===== src/rtl/uart_tx_fifo_if.sv =====
// UART transmit FIFO port bundle.
// Push side, flow control, serial line and status.
interface uart_tx_fifo_if #(
  parameter int DATA_BITS = 8,
  parameter int DEPTH     = 8
);
  localparam int NW = $clog2(DEPTH + 1);

  logic                 wr_en;
  logic [DATA_BITS-1:0] data;
  logic                 CTS;
  logic                 RTS;
  logic                 serial_out;
  logic                 busy;
  logic                 full;
  logic                 empty;
  logic [NW-1:0]        count;
  logic                 overflow;

  modport master (
    output wr_en, data, CTS,
    input  RTS, serial_out, busy,
    input  full, empty, count, overflow
  );

  modport slave (
    input  wr_en, data, CTS,
    output RTS, serial_out, busy,
    output full, empty, count, overflow
  );
endinterface


===== src/rtl/uart_tx_fifo.sv =====
// UART transmitter fed by a small FIFO,
// with RTS/CTS handshake before every frame.
module uart_tx_fifo #(
  parameter int DATA_BITS    = 8,
  parameter int DEPTH        = 8,
  parameter int CLKS_PER_BIT = 4,
  parameter int PARITY       = 0,
  parameter int STOP_BITS    = 1
) (
  input logic          CLK,
  input logic          rst,
  uart_tx_fifo_if.slave u
);
  localparam int AW = $clog2(DEPTH);
  localparam int NW = $clog2(DEPTH + 1);
  localparam int CW =
    (CLKS_PER_BIT > 1) ? $clog2(CLKS_PER_BIT) : 1;
  localparam int BW = $clog2(DATA_BITS);
  localparam logic [CW-1:0] CLAST = CW'(CLKS_PER_BIT - 1);
  localparam logic [BW-1:0] DLAST = BW'(DATA_BITS - 1);
  localparam logic [BW-1:0] SLAST = BW'(STOP_BITS - 1);
  localparam logic ODD = 1'(PARITY == 2);

  typedef enum logic [2:0] {
    S_IDLE, S_REQ, S_START, S_DATA, S_PAR, S_STOP
  } state_t;

  state_t               state_q, state_d;
  logic [CW-1:0]        cnt_q, cnt_d;
  logic [BW-1:0]        bit_q, bit_d;
  logic [DATA_BITS-1:0] shift_q, shift_d;
  logic                 par_q, par_d;
  logic [AW-1:0]        rptr_q, rptr_d;
  logic [AW-1:0]        wptr_q, wptr_d;
  logic [NW-1:0]        count_q, count_d;
  logic                 ovf_q, ovf_d;
  logic                 rts_q, rts_d;
  logic                 so_q, so_d;
  logic [DATA_BITS-1:0] mem_q [DEPTH];

  logic full, empty, busy, bit_end, push, pop;

  assign full    = (count_q == NW'(DEPTH));
  assign empty   = (count_q == '0);
  assign busy    = (state_q == S_START) || (state_q == S_DATA)
                || (state_q == S_PAR)   || (state_q == S_STOP);
  assign bit_end = (cnt_q == CLAST);

  // FIFO bookkeeping; a pop frees the slot a same-cycle push needs
  always_comb begin
    push    = u.wr_en && (!full || pop);
    wptr_d  = push ? wptr_q + AW'(1) : wptr_q;
    rptr_d  = pop ? rptr_q + AW'(1) : rptr_q;
    count_d = count_q;
    unique case ({push, pop})
      2'b10:   count_d = count_q + NW'(1);
      2'b01:   count_d = count_q - NW'(1);
      default: count_d = count_q;
    endcase
    ovf_d = ovf_q | (u.wr_en & full & ~pop);
  end

  // storage has no reset; only pointers define validity
  always_ff @(posedge CLK) begin
    if (push) mem_q[wptr_q] <= u.data;
  end

  // frame sequencer: next state, counters and shift register
  always_comb begin
    state_d = state_q;
    cnt_d   = '0;
    bit_d   = bit_q;
    shift_d = shift_q;
    par_d   = par_q;
    pop     = 1'b0;
    if (busy) cnt_d = bit_end ? '0 : cnt_q + CW'(1);
    unique case (state_q)
      S_IDLE: if (!empty) state_d = S_REQ;
      S_REQ: begin
        if (u.CTS && !empty) begin
          pop     = 1'b1;
          shift_d = mem_q[rptr_q];
          par_d   = (^mem_q[rptr_q]) ^ ODD;
          bit_d   = '0;
          state_d = S_START;
        end
      end
      S_START: if (bit_end) state_d = S_DATA;
      S_DATA: begin
        if (bit_end) begin
          shift_d = shift_q >> 1;
          if (bit_q == DLAST) begin
            bit_d   = '0;
            state_d = (PARITY != 0) ? S_PAR : S_STOP;
          end else begin
            bit_d = bit_q + BW'(1);
          end
        end
      end
      S_PAR: if (bit_end) state_d = S_STOP;
      S_STOP: begin
        if (bit_end) begin
          if (bit_q == SLAST) begin
            bit_d   = '0;
            state_d = empty ? S_IDLE : S_REQ;
          end else begin
            bit_d = bit_q + BW'(1);
          end
        end
      end
      default: state_d = S_IDLE;
    endcase
  end

  // registered line and handshake outputs
  always_comb begin
    rts_d = (state_d == S_REQ);
    so_d  = 1'b1;
    unique case (state_q)
      S_START: so_d = 1'b0;
      S_DATA:  so_d = shift_q[0];
      S_PAR:   so_d = par_q;
      default: so_d = 1'b1;
    endcase
  end

  // state register; reset aborts any frame at once
  always_ff @(posedge CLK or negedge rst) begin
    if (!rst) begin
      state_q <= S_IDLE;
      cnt_q   <= '0;
      bit_q   <= '0;
      shift_q <= '0;
      par_q   <= 1'b0;
      rptr_q  <= '0;
      wptr_q  <= '0;
      count_q <= '0;
      ovf_q   <= 1'b0;
      rts_q   <= 1'b0;
      so_q    <= 1'b1;
    end else begin
      state_q <= state_d;
      cnt_q   <= cnt_d;
      bit_q   <= bit_d;
      shift_q <= shift_d;
      par_q   <= par_d;
      rptr_q  <= rptr_d;
      wptr_q  <= wptr_d;
      count_q <= count_d;
      ovf_q   <= ovf_d;
      rts_q   <= rts_d;
      so_q    <= so_d;
    end
  end

  assign u.RTS        = rts_q;
  assign u.serial_out = so_q;
  assign u.busy       = busy;
  assign u.full       = full;
  assign u.empty      = empty;
  assign u.count      = count_q;
  assign u.overflow   = ovf_q;
endmodule

===== src/flat_wrapper.sv =====
// flat-port wrapper written by rule: the top's interface ports become plain ports
module uart_tx_fifo_flat 
#(
  parameter int DATA_BITS    = 8,
  parameter int DEPTH        = 8,
  parameter int CLKS_PER_BIT = 4,
  parameter int PARITY       = 0,
  parameter int STOP_BITS    = 1
)
  (CLK, rst, u_wr_en, u_data, u_CTS, u_RTS, u_serial_out, u_busy, u_full, u_empty, u_count, u_overflow);
  uart_tx_fifo_if #(.DATA_BITS(DATA_BITS), .DEPTH(DEPTH)) u_i ();
  input logic CLK;
  input logic rst;
  input wire logic [$bits(u_i.wr_en)-1:0] u_wr_en;
  input wire logic [$bits(u_i.data)-1:0] u_data;
  input wire logic [$bits(u_i.CTS)-1:0] u_CTS;
  output wire logic [$bits(u_i.RTS)-1:0] u_RTS;
  output wire logic [$bits(u_i.serial_out)-1:0] u_serial_out;
  output wire logic [$bits(u_i.busy)-1:0] u_busy;
  output wire logic [$bits(u_i.full)-1:0] u_full;
  output wire logic [$bits(u_i.empty)-1:0] u_empty;
  output wire logic [$bits(u_i.count)-1:0] u_count;
  output wire logic [$bits(u_i.overflow)-1:0] u_overflow;
  assign u_i.wr_en = u_wr_en;
  assign u_i.data = u_data;
  assign u_i.CTS = u_CTS;
  assign u_RTS = u_i.RTS;
  assign u_serial_out = u_i.serial_out;
  assign u_busy = u_i.busy;
  assign u_full = u_i.full;
  assign u_empty = u_i.empty;
  assign u_count = u_i.count;
  assign u_overflow = u_i.overflow;
  uart_tx_fifo #(.DATA_BITS(DATA_BITS), .DEPTH(DEPTH), .CLKS_PER_BIT(CLKS_PER_BIT), .PARITY(PARITY), .STOP_BITS(STOP_BITS)) u_core (.CLK(CLK), .rst(rst), .u(u_i));
endmodule

===== config.mk =====
export PLATFORM = sky130hd
export DESIGN_NAME = uart_tx_fifo_flat
export DESIGN_NICKNAME = d
export VERILOG_FILES = /design/src/rtl/uart_tx_fifo_if.sv /design/src/rtl/uart_tx_fifo.sv /design/src/flat_wrapper.sv
export SDC_FILE = /design/constraint.sdc
export NUM_CORES = 1
export LEC_CHECK = 0
export CAP_MARGIN = 25
export CORE_ASPECT_RATIO = 0.75
export CORE_MARGIN = 4
export CORE_UTILIZATION = 50
export CTS_BUF_LIST = sky130_fd_sc_hd__clkbuf_8 sky130_fd_sc_hd__clkbuf_16
export CTS_CLUSTER_SIZE = 30
export DETAILED_ROUTE_END_ITERATION = 6
export PLACE_DENSITY = 0.68
export SKIP_LAST_GASP = 1
export SYNTH_ARGS = -nofsm -noshare
export SYNTH_HDL_FRONTEND = slang
export SYNTH_SLANG_ARGS = --single-unit
export TNS_END_PERCENT = 50

===== constraint.sdc =====
create_clock -name CLK -period 6 [get_ports CLK]
set_input_delay 1.5 -clock CLK [delete_from_list [all_inputs] [get_ports CLK]]
set_output_delay 1.5 -clock CLK [all_outputs]
set_load 0.01 [all_outputs]

==> impl_metrics.ini <==
[yosys]
netlist_area_mm2 = 0.00409
yosysTopAreaCellShare_pct = 47.0
synth_async_sr_flop_share_pct = 31.9
synth-seq-area-share_pct = 65.4
synth.area.top_cells = edfxtp_1 47%, dfrtp_1 18%, mux4_2 7.2%
ys_types = 44
synth_top_area_cell = edfxtp_1
synth_cells = 258
syn_nets = 278
synth-warning-count = 0
ys_seq_elements = 94
synth_edf_count = 64
synth-main-ff-cell = edfxtp_1
avgSynthCellArea_um2 = 15.8

[clock_tree]
postCtsSetupBuffers = 0
cts.clk_slew.worst_paths_ps = 90
clkLatencyLatePin_ps = 360
root_buffer = clkbuf_8
clock-sinks = 94
cts_resized = 0
ctsHtreeMaxLevel = 3
cts.path.max_buffers = 2
ctsHoldBuffers = 0
tritoncts = done
numCtsBuffers = 9

[sta]
finalMaxSlewViolations = 0
finalCritPeriodShare_pct = 63.1
fmax_ghz = 0.264
fin_tns_setup_ps = 0
max_slew_margin_pct = 33.1
final.min_clock_period_ps = 3790
timing.final.setup_violations = 0
fin_worst_skew_ps = 11.7
rsz0062_at_grt = false
tightest_slew_ps = 995
finalHoldViolCount = 0

[hold_path]
min_from = u_core.cnt_q[0]$_DFF_PN0_
hp-class = reg2reg
min_to = u_core.cnt_q[0]$_DFF_PN0_
hold_depth = 1

[floorplanning]
std_cell_rows = 28
fp.dieW_um = 112
dieArea_mm2 = 0.00970
initial_core_util_pct = 51.6
coreArea_mm2 = 0.00792
die_h_um = 86.3
io_pins = 22

[drt]
num_vias = 2213
dr.pass1.iters = 4
drc = 0
wl_per_cell_um = 19.4
routed_wl_um = 7650
antenna_left = 0
drtIter0Drc = 182
via_per_inst = 5.62

[finish]
n_antenna_cell = 0
syn2layout_area_growth_pct = 12.4
drive_gt1_share_pct = 15.2
multi_input_area_mm2 = 0.00133
fillers = 647
num-nets-final = 304
regArea_mm2 = 0.00267

[worst_setup_path]
crit_fanout = 8
cp.required_ps = 5980
end_kind = flop
worstPathCellList = clkdlybuf4s50_1, o41ai_2, nor3_1, o21ai_1, nor3_1
reg2reg_depth = 4
cpMaxStageDelayCell = nor3_1
critPathMaxStageDelay_ps = 870
path_delay_family = simple AND/OR/NAND/NOR gates
timing.rr.start = u_core.u.count[1]$_DFFE_PN0P_
worst-path-buf-inv = 1
cp-start-kind = input port
cp_data_arrival_time_ps = 3770
path_class = in2reg
crit_top_cell = nor3_1
r2r_slack_ps = 3240
r2r-end = u_core.mem_q[4][3]$_DFFE_PP_

[global_routing]
overflow = 0
grt_pass1_wl_um = 12500
grt_max_degree = 31
grt_usage_pct = 17.5
antenna_found_initial = 0
grt_pass1_vias = 2253

[power]
power_mw = 2.20
p_per_area_mw_per_mm2 = 479
power_leakage_nw = 1.65
peakVddDrop_mv = 0.267

[placed_design]
gp_congestion = 0.758
io_buffers = 21
dp.final_hpwl_um = 5430

[status]
status = finished clean

[flow_run]
cap_violations = 0
[synth_stat cells (2+ instances only)]
cell type / number
clkbuf_1: 5
o21ai_1: 5
mux2i_4: 2
a22oi_1: 2
nand3_1: 3
mux2i_1: 5
a41oi_1: 2
edfxtp_1: 64
a21oi_1: 9
nor2b_1: 8
dfrtp_1: 29
mux2_2: 4
mux2i_2: 3
nor3_1: 7
mux4_2: 13
nand2b_1: 5
nand2_1: 23
inv_1: 4
nor2_1: 11
nor4_1: 2
buf_2: 2
buf_6: 2
o21ai_0: 2
mux4_1: 3
mux2_1: 4
ha_1: 8
xnor2_1: 14
[worst reg2reg max path: stages (launching register included)]
cell	delay [ps]
dfrtp_1	520
o41ai_2	160
nor3_1	520
o21ai_1	310
nor3_1	870
[registers in the layout (all words and copies together), names as in the netlist, 2 cells and up]
name            cells
u_core.u.count      4
u_core.bit_q        3
u_core.rptr_q       3
u_core.wptr_q       3
u_core.state_q      3
u_core.cnt_q        2
u_core.shift_q      8
u_core.mem_q       64
[worst max path at each step]
stage / from / endpoint / slack, ps / cells after the start
after floorplan: u_CTS / u_core.mem_q[0][0]$_DFFE_PP_ / 2590 / 4
after global placement: u_CTS / u_core.mem_q[2][2]$_DFFE_PP_ / 1720 / 6
after detailed placement: u_CTS / u_core.mem_q[2][2]$_DFFE_PP_ / 1640 / 6
after CTS: u_CTS / u_core.mem_q[2][2]$_DFFE_PP_ / 2020 / 6
after global routing: u_CTS / u_core.mem_q[4][5]$_DFFE_PP_ / 1990 / 5
final: u_CTS / u_core.mem_q[4][3]$_DFFE_PP_ / 2210 / 5
[per-layer routing]
metal  up-vias  routed length [µm]  track usage [%]
met5         -                   0                0
li1       1038                   -                -
met2        60                3270             24.1
met4         0                  85             4.59
met3         6                 613             5.02
met1      1109                3690             27.4
[cell usage in the layout (no fill, tap or decap), types with 3 or more instances in the layout]
cell	synthesis	routed
edfxtp_1	64	64
dfrtp_1	29	29
nand2_1	23	23
clkdlybuf4s50_1	0	21
xnor2_1	14	14
mux4_2	13	13
nor2_1	11	11
a21oi_1	9	9
clkbuf_8	0	9
nor2b_1	8	8
ha_1	8	8
nor3_1	7	7
inv_1	4	5
nand2b_1	5	5
o21ai_1	5	5
mux2i_1	5	5
mux2_1	4	4
mux2_2	4	4
nand3_1	3	3
mux4_1	3	3
mux2i_2	3	3
inv_6	0	3
[final cells by class]
| cell class | instances | share of cell area (%) |
|---|---|---|
| clock buffer | 9 | 2.70 |
| clock inverter | 7 | 1.20 |
| inverter | 4 | 0.327 |
| multi-input combinational | 150 | 29.0 |
| sequential | 94 | 58.2 |
| tap | 105 | 2.86 |
| timing repair buffer | 25 | 5.67 |
[where the power goes]
part	switching (mW)	internal [mW]	leakage [nW]
Clock	0.221	0.156	0.0977
Combinational	0.381	0.435	0.612
Sequential	0.151	0.855	0.945
[kinds of logic (layout without fill, tap and decap cells)]
family	Yosys count	after routing	synth area share, %
AOI/OAI and AO/OA	28	28	4.47
xor gates and xnor gates	15	15	3.22
adders and majority gates	8	8	2.45
buffers and inverters	14	45	2.11
DFF	94	94	65.4
muxes	34	34	14.6
and+or+nand+nor	65	65	7.69
[through the flow]
stage,hold WS (ps),std cells,util (%),worst slack [ps],cell area [µm²]
after CTS,453,392,57.6,2020,4560
after floorplan,414,258,-,2590,4090
after global placement,430,375,55.2,1720,4370
after global routing,459,394,58.0,1990,4590
after detailed placement,438,376,55.3,1640,4380
final,452,394,58.0,2210,4590
Note: power is estimated with default switching activity, not from simulation.
